## config.mk

```make
export PLATFORM = sky130hd
export DESIGN_NAME = instr_fetch_stage
export DESIGN_NICKNAME = d
export VERILOG_FILES = /design/src/rtl/cpu_pkg.sv /design/src/rtl/instr_fetch_stage_if_id_reg.sv /design/src/rtl/instr_fetch_stage.sv
export SDC_FILE = /design/constraint.sdc
export NUM_CORES = 1
export LEC_CHECK = 0
export CORE_ASPECT_RATIO = 1.1
export CORE_MARGIN = 2
export CORE_UTILIZATION = 42
export CTS_CLUSTER_DIAMETER = 40
export DETAILED_ROUTE_END_ITERATION = 12
export GPL_ROUTABILITY_DRIVEN = 0
export PLACE_DENSITY = 0.79
export SYNTH_ARGS = -nofsm -noshare
export SYNTH_HDL_FRONTEND = slang
export SYNTH_SLANG_ARGS = --single-unit
```

## constraint.sdc

```tcl
create_clock -name clk -period 2.25 [get_ports clk]
set_clock_uncertainty 0.05 [all_clocks]
set_input_delay 0.3375 -clock clk [delete_from_list [all_inputs] [get_ports clk]]
set_output_delay 0.3375 -clock clk [all_outputs]
set_load 0.03 [all_outputs]
```

## src/rtl/cpu_pkg.sv

```systemverilog
// Shared CPU package: fetch-state encoding, instruction width, no-op word and IF/ID control encoding.
package cpu_pkg;

  localparam int unsigned INSTR_W = 32;

  localparam logic [INSTR_W-1:0] NOP_INSTR = '0;

  typedef enum logic [1:0] {
    ST_BOOT  = 2'd0,
    ST_RUN   = 2'd1,
    ST_MISS  = 2'd2,
    ST_REDIR = 2'd3
  } fetch_state_e;

  typedef enum logic [1:0] {
    IFID_HOLD   = 2'd0,
    IFID_BUBBLE = 2'd1,
    IFID_LOAD   = 2'd2
  } ifid_op_e;

endpackage

```

## src/rtl/instr_fetch_stage_if_id_reg.sv

```systemverilog
// IF/ID pipeline register: hold, insert a bubble (no-op + flush), or load a fetched word.
module if_id_reg #(
  parameter int unsigned INSTR_W = 32,
  parameter int unsigned PC_W    = 16
) (
  input  logic               clk,
  input  logic               rst_n,
  input  logic [1:0]         op,
  input  logic [INSTR_W-1:0] instr_in,
  input  logic [PC_W-1:0]    pc_in,
  output logic [INSTR_W-1:0] instr_out,
  output logic [PC_W-1:0]    pc_out,
  output logic               flush_out
);
  import cpu_pkg::*;

  logic [INSTR_W-1:0] instr_d, instr_q;
  logic [PC_W-1:0]    pc_d, pc_q;
  logic               flush_d, flush_q;

  // A bubble keeps pc_q; only the instruction word and flush flag are forced.
  always_comb begin
    instr_d = instr_q;
    pc_d    = pc_q;
    flush_d = flush_q;
    case (op)
      IFID_BUBBLE: begin
        instr_d = INSTR_W'(NOP_INSTR);
        flush_d = 1'b1;
      end
      IFID_LOAD: begin
        instr_d = instr_in;
        pc_d    = pc_in;
        flush_d = 1'b0;
      end
      default: ;
    endcase
  end

  always_ff @(posedge clk) begin
    if (rst_n) begin
      instr_q <= INSTR_W'(NOP_INSTR);
      pc_q    <= '0;
      flush_q <= 1'b1;
    end else begin
      instr_q <= instr_d;
      pc_q    <= pc_d;
      flush_q <= flush_d;
    end
  end

  assign instr_out = instr_q;
  assign pc_out    = pc_q;
  assign flush_out = flush_q;

endmodule

```

## src/rtl/instr_fetch_stage.sv

```systemverilog
// IF stage with PC register, fetch FSM and IF/ID register.
// Optional IF_PERF_CNT_EN adds saturating fetch/bubble counters.
module instr_fetch_stage #(
  parameter int unsigned PC_W     = 16,
  parameter int unsigned RESET_PC = 0,
  parameter int unsigned INSTR_W  = 32
) (
  input  logic               clk,
  input  logic               rst_n,
  output logic [PC_W-1:0]    imem_addr,
  input  logic [INSTR_W-1:0] imem_data,
  input  logic               imem_rdy,
  input  logic               stall,
  input  logic               br_taken,
  input  logic [PC_W-1:0]    br_target,
  output logic [INSTR_W-1:0] instruction_id,
  output logic [PC_W-1:0]    pc_id,
  output logic               flush_id,
`ifdef IF_PERF_CNT_EN
  output logic [31:0]        perf_fetched,
  output logic [31:0]        perf_bubbles,
`endif
  output logic [1:0]         fetch_state
);
  import cpu_pkg::*;

  fetch_state_e    state_d, state_q;
  logic [PC_W-1:0] pc_d, pc_q;
  logic [PC_W-1:0] pc_inc;
  ifid_op_e        ifid_op;

  assign pc_inc = pc_q + PC_W'(1);

  // Priority: redirect > stall > memory wait > normal fetch.
  always_comb begin
    state_d = state_q;
    pc_d    = pc_q;
    ifid_op = IFID_HOLD;
    if (br_taken) begin
      pc_d    = br_target;
      ifid_op = IFID_BUBBLE;
      state_d = ST_REDIR;
    end else if (stall) begin
      ifid_op = IFID_HOLD;
    end else if (!imem_rdy) begin
      ifid_op = IFID_BUBBLE;
      state_d = ST_MISS;
    end else begin
      pc_d    = pc_inc;
      ifid_op = IFID_LOAD;
      state_d = ST_RUN;
    end
  end

  always_ff @(posedge clk) begin
    if (rst_n) begin
      state_q <= ST_BOOT;
      pc_q    <= PC_W'(RESET_PC);
    end else begin
      state_q <= state_d;
      pc_q    <= pc_d;
    end
  end

  if_id_reg #(
    .INSTR_W (INSTR_W),
    .PC_W    (PC_W)
  ) u_if_id_reg (
    .clk       (clk),
    .rst_n     (rst_n),
    .op        (ifid_op),
    .instr_in  (imem_data),
    .pc_in     (pc_inc),
    .instr_out (instruction_id),
    .pc_out    (pc_id),
    .flush_out (flush_id)
  );

  assign imem_addr   = pc_q;
  assign fetch_state = state_q;

`ifdef IF_PERF_CNT_EN
  logic [31:0] perf_fetched_d, perf_fetched_q;
  logic [31:0] perf_bubbles_d, perf_bubbles_q;

  always_comb begin
    perf_fetched_d = perf_fetched_q;
    perf_bubbles_d = perf_bubbles_q;
    if (ifid_op == IFID_LOAD && perf_fetched_q != '1) begin
      perf_fetched_d = perf_fetched_q + 32'd1;
    end
    if (ifid_op == IFID_BUBBLE && perf_bubbles_q != '1) begin
      perf_bubbles_d = perf_bubbles_q + 32'd1;
    end
  end

  always_ff @(posedge clk) begin
    if (rst_n) begin
      perf_fetched_q <= '0;
      perf_bubbles_q <= '0;
    end else begin
      perf_fetched_q <= perf_fetched_d;
      perf_bubbles_q <= perf_bubbles_d;
    end
  end

  assign perf_fetched = perf_fetched_q;
  assign perf_bubbles = perf_bubbles_q;
`endif

endmodule

```

==> metrics.md <==
| Metric | Value |
|---|---|
| WP data arrival | 1600 ps |
| Critical path data required time | around 1900 ps |
| Initial core utilization | 43.09% |
| DP Worst Slack | 183.7 ps |
| Leak | about 1.5 nW |
| Total nets after synthesis | between 300 and 400 |
| Final worst path period share | roughly 88% |
| DRC viols | 0 |
| Antenna Cells | 0 |
| CTS clock-pin slew for the worst setup and hold paths | 70 ps |
| Initial DRC Count | between 100 and 150 |
| Worst-Skew Late Latency | 340 ps |
| CTS resizes | 0 |
| Largest net degree at the start of global routing | 40 |
| Die area | 7355 um2 |
| Power Density | 640.3 nW/um2 |
| Yosys reg bits | 67 |
| Final setup fails | 0 |
| CP top delay family | buffers and inverters |
| Beginning of the worst hold path | u_if_id_reg.pc_out[10] |
| # H-tree levels | 3 |
| Synth Flop Type | dfxtp_1 |
| I/O pin count | 120 |
| Worst reg2reg endpoint | imem_addr[14] |
| Post-Syn Instances | 303 |
| CP Max Fanout | 6 |
| Top cell type's share of synthesized area | a little under half |
| Routed via count | 2,645 |
| Critical path type | reg2out |
| R2r setup slk | 390 ps |
| WP buf/inv | 1 |
| Final Hold Viols | 0 |
| Post-CTS setup buffers | 0 |
| Core area | 6516 um2 |
| Number of synthesized flops with an enable pin | 0 |
| RSZ-0062 raised after global routing | no |
| Synth-to-Final Area Change | 52.45% |
| Register area share after synthesis | 47.77% |
| Slew HR | between 70% and 80% |
| Hold endpoint | u_if_id_reg.pc_out[10] |
| Root buffer cell | clkbuf_8 |
| Final min period | 1988 ps |
| CTS tree | done |
| HPWL Detailed | 5.544 mm |
| Routed wire length | between 7 and 8 mm |
| Area leader, netlist | dfxtp_1 |
| R2R Path Start | imem_addr[0] |
| Synth top area cells | dfxtp_1 (48%), a22oi_1 (9.1%), nor2_1 (8.2%) |
| Max-slew violations | 0 |
| Run status | finished clean |
| TNS Setup | 0 ps |
| Max VDD drop | 0.0003582 V |
| # hold bufs at CTS | 0 |
| CP max-delay cell | clkdlybuf4s50_1 |
| Setup ws final | ~260 ps |
| Worst path cell trace | clkdlybuf4s50_1 |
| Die width | 81.96 um |
| Pre-Repair DR Iteration Count | 4 |
| Non-filler cells, final | around 510 |
| Clock Tree Buf Depth | 2 |
| Post-synth cell types | 38 |
| First-pass GRT wire length | 12.19 mm |
| FP Rows | 31 |
| Vias/cell | around 5.2 |
| Tot GR Track Use | a little over a fifth |
| Die Y | 89.75 um |
| Cell area after synthesis | 2808 um2 |
| F_max | 502.9 MHz |
| CP max stage delay | 740 ps |
| Startpoint Class | flop |
| Setup crit end kind | output port |
| Placed Cells | roughly 500 |
| YS warnings | 0 |
| Syn Area/Cell | 9.266 um2 |
| Max cap viols | 0 |
| Post-route ant nets | 0 |
| Most frequent cells in the layout | clkdlybuf4s50_1 (118), dfxtp_1 (67), nor2_1 (59) |
| Min-Delay Path Depth | 1 |
| Final Power | about 2.7 mW |
| Share of post-route cells with drive strength above 1 | 9.693% |
| Sink Count | 67 |
| Port Buffers | 119 |
| CTS Buf Count | 9 |
| Final net count | 472 |
| Vias in the first global route | 2,577 |
| Commonest non-fill, non-tap cell in the layout | clkdlybuf4s50_1 |
| Worst min path class | reg2reg |
| Asr flop ratio synth | 0% |
| Reg2Reg Depth | 5 |
| Worst-Margin Slew | 371.7 ps |
| Wire per inst | between 15 and 20 um |
| Overflow after GRT | 0 |
| Initial antenna violation count | 0 |
[cell usage after synthesis (all sizes together), types with 4 or more instances]
cell type,instances
dfxtp,67
nor2,61
a22oi,34
xnor2,19
a211oi,16
clkbuf,16
buf,10
nor3,7
o21ai,7
a21oi,6
inv,6
nor4,6
and2,5
nand2,5
nand3,5
o22ai,5
a31oi,4
mux2i,4
[layout make-up]
type | count | area, um2
flip-flops and latches | 67 | 1341
clock buffers | 11 | 141.4
repair buffers | 130 | 1281
well taps | 82 | 102.6
clock inverters | 5 | 52.55
inverters | 6 | 22.52
fillers | 541 | 2236
multi-input cells | 204 | 1339
[registers in the layout (all words and copies together) (netlist names)]
name and flops:
u_if_id_reg.instr_out 32, imem_addr 16, u_if_id_reg.pc_out 16, fetch_state 2, u_if_id_reg.flush_out 1
[per-layer routing]
layer	part of all wire [%]	vias up	wire [um]	global-route usage [%]
met5	0	-	0	0
met4	0.96	0	74	7.361
met3	8.3	9	637	8.032
met2	48	91	3691	34.28
met1	43	1236	3300	25.61
li1	-	1309	-	-
[kinds of logic (layout without fill, tap and decap cells)]
group                      after synthesis  after routing  synth area share (%)
xor gates and xnor gates                21             21                 6.551
buffers and inverters                   32            152                 4.902
DFF                                     67             67                 47.77
and+or+nand+nor                        100            100                 18.85
adders and majority gates                1              1                0.4456
AOI/OAI and AO/OA                       78             78                 20.05
muxes                                    4              4                 1.426
[how the worst max path moves through the flow]
stage / startpoint / end / slack, ps / cells after the start
after global routing: imem_addr[2] / imem_addr[2] / 210 / 1
after global placement: stall / u_if_id_reg.pc_out[2] / 230 / 7
final: imem_addr[8] / imem_addr[8] / 260 / 1
after floorplan: imem_addr[0] / imem_addr[12] / 370 / 6
after detailed placement: stall / u_if_id_reg.pc_out[15] / 180 / 7
after CTS: imem_addr[7] / imem_addr[7] / 260 / 1
[worst reg2reg max path: stages, from the launching register on]
cell and delay (ps):
dfxtp_1 490, ha_1 290, nand3_2 200, nor4_1 350, xnor2_1 220, o22ai_1 130
[metrics by stage]
step                util (%)  cell area (um2)  hold WS [ps]
floorplan                  -             2808         380.6
global placement       62.71             4086         412.5
detailed placement     62.71             4086         410.9
CTS                    65.69             4280         432.9
global route           65.69             4280         441.1
finish                 65.69             4280         425.2
[power by group]
group	switching [mW]	total [mW]	internal, mW
Sequential	0.0546	1.29	1.23
Clock	0.454	0.991	0.537
Combinational	0.234	0.462	0.229
Total	0.743	2.74	2.00
No activity file was read; power rests on OpenSTA's default activity.
